`src/rtl/muldiv_pkg.sv`:
```
// ---------------------------------------------------------------------------
// muldiv_pkg : shared op encodings, FSM states and helpers for muldiv_seq
// Revision   : 1.0
// ---------------------------------------------------------------------------
`default_nettype none

package muldiv_pkg;

  localparam logic [1:0] OP_MULT  = 2'b00;
  localparam logic [1:0] OP_MULTU = 2'b01;
  localparam logic [1:0] OP_DIV   = 2'b10;
  localparam logic [1:0] OP_DIVU  = 2'b11;

  localparam logic [1:0] IDLE = 2'd0;
  localparam logic [1:0] RUN  = 2'd1;
  localparam logic [1:0] DONE = 2'd2;

  localparam int ITER = 32;

  // Magnitude of a 32-bit operand; only negated when the op is signed.
  function automatic logic [31:0] mag(input logic [31:0] v, input logic sgn);
    return (sgn && v[31]) ? (~v + 32'd1) : v;
  endfunction

endpackage

`default_nettype wire

```
`src/rtl/muldiv_step.sv`:
```
// ---------------------------------------------------------------------------
// muldiv_step : one combinational iteration of shift-add multiply or
//               restoring divide (divide path only with MULDIV_DIV_EN)
// Revision    : 1.0
// ---------------------------------------------------------------------------
`default_nettype none

module muldiv_step
  import muldiv_pkg::*;
(
  input  logic        is_div,
  input  logic [63:0] acc,
  input  logic [31:0] opnd,
  output logic [63:0] acc_next
);

  logic [32:0] sum;
  logic [63:0] mul_next;

  // acc = {partial product, remaining multiplier bits}; consumes LSB first.
  always_comb begin
    sum      = {1'b0, acc[63:32]} + {1'b0, opnd};
    mul_next = acc[0] ? {sum, acc[31:1]} : {1'b0, acc[63:32], acc[31:1]};
  end

`ifdef MULDIV_DIV_EN
  logic [32:0] rem_sh;
  logic [31:0] diff;
  logic        ge;
  logic [63:0] div_next;

  // acc = {remainder, dividend/quotient}; the shifted remainder fits in 33 bits.
  always_comb begin
    rem_sh   = acc[63:31];
    ge       = rem_sh >= {1'b0, opnd};
    diff     = rem_sh[31:0] - opnd;
    div_next = ge ? {diff, acc[30:0], 1'b1} : {acc[62:0], 1'b0};
    acc_next = is_div ? div_next : mul_next;
  end
`else
  logic unused_is_div;
  assign unused_is_div = is_div;

  always_comb begin
    acc_next = mul_next;
  end
`endif

endmodule

`default_nettype wire

```
`src/rtl/muldiv_seq.sv`:
```
// ---------------------------------------------------------------------------
// muldiv_seq : background 34-cycle mult/div sequencer owning HI/LO, with
//              pipeline stall; divide support under MULDIV_DIV_EN
// Revision   : 1.0
// ---------------------------------------------------------------------------
`default_nettype none

module muldiv_seq
  import muldiv_pkg::*;
(
  input  logic        clk,
  input  logic        clr,
  input  logic        start,
  input  logic [1:0]  op,
  input  logic [31:0] a,
  input  logic [31:0] b,
  input  logic        hilo_rd,
  input  logic        hi_we,
  input  logic        lo_we,
  input  logic [31:0] wdata,
  output logic        stall,
  output logic        busy,
  output logic [31:0] hi,
  output logic [31:0] lo,
  output logic        div0
);

  logic [1:0]  state;
  logic [4:0]  cnt;
  logic [63:0] acc;
  logic [31:0] opnd;
  logic        neg_lo;
  logic [31:0] hi_r;
  logic [31:0] lo_r;
  logic [63:0] acc_next;
  logic        is_div;
  logic        go;
  logic        sgn;
  logic [31:0] mag_a;
  logic [31:0] mag_b;
  logic [63:0] prod;

  assign sgn   = ~op[0];
  assign mag_a = mag(a, sgn);
  assign mag_b = mag(b, sgn);
  assign prod  = neg_lo ? (~acc + 64'd1) : acc;

  assign busy  = (state != IDLE);
  assign stall = busy & (start | hilo_rd | hi_we | lo_we);
  assign hi    = hi_r;
  assign lo    = lo_r;

`ifdef MULDIV_DIV_EN
  logic div_r;
  logic neg_hi;
  logic b_zero;

  assign go     = 1'b1;
  assign is_div = div_r;
  assign div0   = (state == DONE) & div_r & b_zero;

  always_ff @(posedge clk or posedge clr) begin
    if (clr) begin
      div_r  <= 1'b0;
      neg_hi <= 1'b0;
      b_zero <= 1'b0;
    end else if (state == IDLE && start) begin
      div_r  <= op[1];
      neg_hi <= sgn & a[31];
      b_zero <= (b == 32'd0);
    end
  end
`else
  // div/divu is swallowed at launch, so the engine only ever multiplies.
  assign go     = ~op[1];
  assign is_div = 1'b0;
  assign div0   = 1'b0;
`endif

  muldiv_step u_step (
    .is_div   (is_div),
    .acc      (acc),
    .opnd     (opnd),
    .acc_next (acc_next)
  );

  always_ff @(posedge clk or posedge clr) begin
    if (clr) begin
      state  <= IDLE;
      cnt    <= 5'd0;
      acc    <= 64'd0;
      opnd   <= 32'd0;
      neg_lo <= 1'b0;
      hi_r   <= 32'd0;
      lo_r   <= 32'd0;
    end else begin
      case (state)
        IDLE: begin
          if (start) begin
            if (go) begin
              state  <= RUN;
              cnt    <= 5'd0;
              neg_lo <= sgn & (a[31] ^ b[31]);
              if (op[1]) begin
                opnd <= mag_b;
                acc  <= {32'd0, mag_a};
              end else begin
                opnd <= mag_a;
                acc  <= {32'd0, mag_b};
              end
            end
          end else begin
            if (hi_we) hi_r <= wdata;
            if (lo_we) lo_r <= wdata;
          end
        end
        RUN: begin
          acc <= acc_next;
          cnt <= cnt + 5'd1;
          if (cnt == 5'(ITER - 1)) state <= DONE;
        end
        DONE: begin
          state <= IDLE;
`ifdef MULDIV_DIV_EN
          if (div_r) begin
            if (!b_zero) begin
              lo_r <= neg_lo ? (~acc[31:0] + 32'd1) : acc[31:0];
              hi_r <= neg_hi ? (~acc[63:32] + 32'd1) : acc[63:32];
            end
          end else begin
            hi_r <= prod[63:32];
            lo_r <= prod[31:0];
          end
`else
          hi_r <= prod[63:32];
          lo_r <= prod[31:0];
`endif
        end
        default: state <= IDLE;
      endcase
    end
  end

endmodule

`default_nettype wire

```
`config.mk`:
```
export PLATFORM = sky130hd
export DESIGN_NAME = muldiv_seq
export DESIGN_NICKNAME = d
export VERILOG_FILES = /design/src/rtl/muldiv_pkg.sv /design/src/rtl/muldiv_step.sv /design/src/rtl/muldiv_seq.sv
export SDC_FILE = /design/constraint.sdc
export NUM_CORES = 1
export LEC_CHECK = 0
export ABC_AREA = 1
export CELL_PAD_IN_SITES_DETAIL_PLACEMENT = 0
export CELL_PAD_IN_SITES_GLOBAL_PLACEMENT = 1
export CORE_UTILIZATION = 40
export DETAILED_ROUTE_END_ITERATION = 12
export PLACE_DENSITY_LB_ADDON = 0.1
export SLEW_MARGIN = 20
export SYNTH_ARGS = -nofsm -noshare
export SYNTH_HDL_FRONTEND = slang
export SYNTH_SLANG_ARGS = --single-unit
```
`constraint.sdc`:
```
create_clock -name clk -period 6.08 [get_ports clk]
set_input_delay 0.912 -clock clk [delete_from_list [all_inputs] [get_ports clk]]
set_output_delay 0.912 -clock clk [all_outputs]
set_load 0.005 [all_outputs]
```
After elaboration in Yosys (flattened, before gate mapping):

Index checks and enable logic that the tools add are counted.

* reduce and logical (&&, ||, !) cells: 11
* multiplexer cells: 20
* equal/unequal tests: 9
* add/subtract/negate cells: 5
* bitwise logic cells: 11

Operators with widths (number)
* two-way mux 64 bit: 4
* two-way mux 32 bit: 6
* one-hot mux 32 bit (2 select lines): 2
* one-hot mux 64 bit (2 select lines): 1
* adder 32 x 1 -> 32 bit (second input constant): 2
* adder 64 x 1 -> 64 bit (second input constant): 1
* NOT 32 bit: 2
* NOT 64 bit: 1
* adder 32 x 32 -> 33 bit: 1
* AND reduction 3 bit: 5
* != test 2 bit (second input constant): 6
* two-way mux 5 bit: 2
* one-hot mux 5 bit (2 select lines): 1
* two-way mux 2 bit: 3
* nonzero test 2 bit: 3
* adder 5 x 1 -> 5 bit (second input constant): 1
* equality test 5 bit (second input constant): 1
* one-hot mux 2 bit (2 select lines): 1
* OR 1 bit: 3
* bitwise AND 1 bit: 2
* equality test 2 x 1 -> 1 bit (second input constant): 1
* equality test 2 bit (second input constant): 1
* logical AND 1 bit: 2
* logical NOT 2 bit: 1
* other kinds (2): 3

* logic and storage cells: 63
* bits of input ports: 104
* register bits: 168

Logic depth before layout (Yosys ltp):

* depth in word-level cells: 6
* mapped depth: 15
* depth with buffers taken out: 15

Cells and area by module:

From an unflattened synthesis, not the netlist that was laid out.

* cell total of the unflattened synthesis: 2370
* area, all modules: 14340.0 sq um

By module, submodules not included
* muldiv_seq: seq. area each 4204.0 sq um, area an instance 11323.4 sq um, instances 1, cells each 1754
* muldiv_step: seq. area each 0.0 sq um, area an instance 3016.6 sq um, instances 1, cells each 616

Least setup slack after synthesis:

No wires, ideal clock.

* kind: input port to flip-flop
* start: input b[1]
* end: register acc[20]
* path buffers: 0
* arrival: 2009 ps
* slack: 3954 ps
* data required time: 5963 ps
* stages: 11
* cell sequence: inv_1 > ha_1 > nand4_1 > nor2_2 > nand2_1 > nor2_1 > nand2_1 > nand3_1 > nand3_1 > nand2_1 > nand2_1

* cells in the longest elaborated chain, start to end: 6

Ends and longest elaborated chain
* start, declared: RTL line muldiv_seq.sv:16 `input logic [31:0] b,`
* NOT 32 bit: RTL line muldiv_pkg.sv:22 `return (sgn && v[31]) ? (~v + 32'd1) : v;`
* adder 32 x 1 -> 32 bit: RTL line muldiv_pkg.sv:22
* two-way mux 32 bit: RTL line muldiv_pkg.sv:22
* two-way mux 64 bit: RTL line muldiv_seq.sv:100 `if (go) begin`
* two-way mux 64 bit: RTL line muldiv_seq.sv:99 `if (start) begin`
* one-hot mux 64 bit (2 select lines): RTL line muldiv_seq.sv:97 `case (state)`
* end signal, assigned: RTL line muldiv_seq.sv:106 `acc <= {32'd0, mag_a};`
* end signal, assigned: RTL line muldiv_seq.sv:109 `acc <= {32'd0, mag_b};`
* end signal, assigned: RTL line muldiv_seq.sv:118 `acc <= acc_next;`
* end, declared: RTL line muldiv_seq.sv:30 `logic [63:0] acc;`

Every way passes these cells. The select of a mux whose other input is x is not followed.
A chain may end at the register's enable or synchronous reset.

Worst setup path after layout:

* start: input start
* end: output stall

* cells in the longest elaborated chain, start to end: 4

Ends and longest elaborated chain
* start, declared: RTL line muldiv_seq.sv:13 `input logic start,`
* OR 1 bit (3 in a row): RTL line muldiv_seq.sv:49 `assign stall = busy & (start | hilo_rd | hi_we | lo_we);`
* bitwise AND 1 bit: RTL line muldiv_seq.sv:49
* end, declared: RTL line muldiv_seq.sv:21 `output logic stall,`

Every way passes these cells.

==> impl_metrics.ini <==
[synth]
async_flop_share_pct = 100.0
synth_flop_cell = dfrtp_1
yosysSeqAreaShare_pct = 30.15
synthesis.nets = 2448
synth_cells = 2306
synth-seq-cells = 168
ys_types = 48
synth_area_per_cell_um2 = 6.047
synth_edf_count = 0
yosys_warnings = 0
syn-cell-area_um2 = 13940

[setup_path]
reg2reg_slack_ps = 3210
required_ps = 5170
critPathKind = in2out
cp-end-kind = output pin
arrival_ps = 2240
crit_top_cell = clkdlybuf4s50_1
worst_path_max_delay_cell = clkdlybuf4s50_1
worst-path-max-fanout = 4
critPathMaxStageDelay_ps = 560
startpoint_type = primary input
path_cells = clkdlybuf4s50_1 > nor3_1 > a21oi_1 > clkdlybuf4s50_1

[clock_tree]
cts_root_buffer = clkbuf_16
cts_hold_buffers = 0
cts_setup_buffers = 0
numCtsBuffers = 17
clock_path_buffers = 2
cts_tree = built
clk_pin_slew_ps = 70
insertion_delay_ps = 460
cts_sinks = 168
cts_resized = 0
cts_max_level = 4

[sta]
hold_viol_final = 0
maxSlewViolCount = 0
setup_viol = 0
fmax_mhz = 317.1
worst_hold_slack_ps = 499.8
tightest_slew_ps = 1102
fin_tns_setup_ps = 0
rsz0062_at_grt = no
fin_crit_sh_pct = 51.87
skew_ps = 9.908
min_period_ps = 3154
slew_headroom_pct = 26.08

[status]
failed_checks = DRC
status = complete, but fails checks

[floorplan]
io-pin-count = 171
dieArea_um2 = 35610
initial_core_util_pct = 40.46
coreArea_um2 = 34460
die_h_um = 188.7
die_x_um = 188.7
num_rows = 68

[detailed_routing]
wirelength_mm = 52.38
vias = 15070
route.detailed.drc = 1
wl_per_cell_um = 18.09
ant_nets = 0
drt_iter0_markers = 1109
drt-pass1-iter-count = 10
via_per_inst = 5.203

[placement]
hpwlAfterDp_mm = 41.78
place.gp.congestion = 0.9626
place.port_buffers = 169

[global_routing]
grt_overflow = 0
grtUsageTotal_pct = 30.10
grt_pass1_wl_mm = 82.06
grt_pass1_vias = 14170
grt_max_degree = 90
antenna_found_initial = 0

[cells_and_area]
layout_common_cells = nand2_1 (746), inv_1 (293), nor2_1 (255)
fin_nets = 2571
final_common_cell = nand2_1
antenna_cells = 0
final_layout_size_suffix_gt1_share_pct = 4.179
area_growth_syn_to_layout_pct = 19.09

[run]
drv_cap = 0

[pwr]
ir_drop_uv = 294.2
power.leakage_nw = 8.061
cellPowerDensity_nw_per_um2 = 509.1

[hold_path]
min-delay-path-class = reg2reg
==> per-layer routing <==
layer  up-vias  GRT usage, %  wire length [µm]
li1       7636             -                 -
met2       519         45.74             22520
met3        41         4.340              3484
met5         -             0                 0
met4         0         8.685              1139
met1      6871         43.99             25240
==> cells in the mapped netlist (2+ instances only) <==
master | count | area (µm²)
a21o_1 | 3 | 22.52
a21oi_1 | 83 | 415.4
a22o_1 | 3 | 26.28
a31oi_1 | 11 | 68.82
and2_1 | 6 | 37.54
buf_1 | 4 | 15.01
buf_2 | 28 | 140.1
buf_4 | 3 | 22.52
clkbuf_1 | 42 | 157.7
dfrtp_1 | 168 | 4204
ha_1 | 37 | 462.9
inv_1 | 294 | 1104
inv_2 | 22 | 82.58
nand2_1 | 746 | 2800
nand2_2 | 7 | 43.79
nand3_1 | 240 | 1201
nand3b_1 | 6 | 45.04
nand4_1 | 20 | 125.1
nor2_1 | 257 | 964.7
nor2_2 | 9 | 56.30
nor2_4 | 6 | 67.56
nor3_1 | 16 | 80.08
nor3_2 | 3 | 30.03
o211ai_1 | 43 | 322.8
o21a_1 | 2 | 15.01
o21ai_0 | 136 | 680.7
o21ai_1 | 51 | 255.2
o21bai_1 | 5 | 37.54
o22ai_1 | 10 | 62.56
o311ai_1 | 2 | 17.52
o31ai_1 | 4 | 30.03
xnor2_1 | 7 | 61.31
xor2_1 | 17 | 148.9
==> path summary, 6_finish.rpt <==
path,from,end,depth (start not counted)
worst max-delay path,start,stall,4
max in group asynchronous,clr,hi[13],3
worst min register to register,hi[29],hi[29],2
worst max register to register,acc[0],lo[28],12
worst min-delay path,hi[29],hi[29],2
min in group asynchronous,clr,state[1],2
==> worst max-delay path, delay by kind of cell <==
| family | cells | cell delay [ps] |
|---|---|---|
| simple gates | 1 | 80 |
| compound gates | 1 | 160 |
| buf+inv | 2 | 1090 |
==> metrics by stage <==
stage               worst slack, ps  power [mW]  util [%]  cells  instance area (µm²)
global placement               2873       7.192     46.41   2864                15990
floorplan                     621.3       5.507         -   2306                13940
CTS                            2910       8.430     48.13   2895                16580
finish                         2926       8.453     48.19   2896                16600
detailed placement             2726       7.259     46.41   2864                15990
global route                   2848       9.306     48.19   2896                16600
==> cell type report <==
type | count | area [µm²]
Fill cell | 3702 | 17850
Multi-Input combinational cell | 1741 | 8215
Sequential cell | 168 | 4205
Timing Repair Buffer | 182 | 1814
Inverter | 319 | 1209
Tap cell | 455 | 569.3
Clock buffer | 19 | 452.9
Clock inverter | 12 | 138.9
==> where the power goes <==
group | total, mW | switching (mW) | internal, mW
registers | 2.31 | 0.652 | 1.66
logic | 5.00 | 3.11 | 1.89
clock network | 1.14 | 0.508 | 0.631
total | 8.45 | 4.28 | 4.18
==> cell families (layout without fill, tap and decap cells) <==
| logic type | after synthesis | after routing | share of synthesized area (%) |
|---|---|---|---|
| fa+ha+maj | 38 | 38 | 3.464 |
| xor+xnor | 24 | 24 | 1.508 |
| simple gates | 1321 | 1321 | 39.47 |
| other cells | 1 | 1 | 0.02689 |
| flops | 168 | 168 | 30.15 |
| compound gates | 357 | 357 | 14.26 |
| buf+inv | 397 | 532 | 11.12 |
==> flip-flops by register name, indices dropped and copies added (netlist names) <==
| register | flops |
|---|---|
| acc | 64 |
| hi | 32 |
| state | 2 |
| lo | 32 |
| neg_lo | 1 |
| opnd | 32 |
| cnt | 5 |
(Power assumes the default switching activity.)
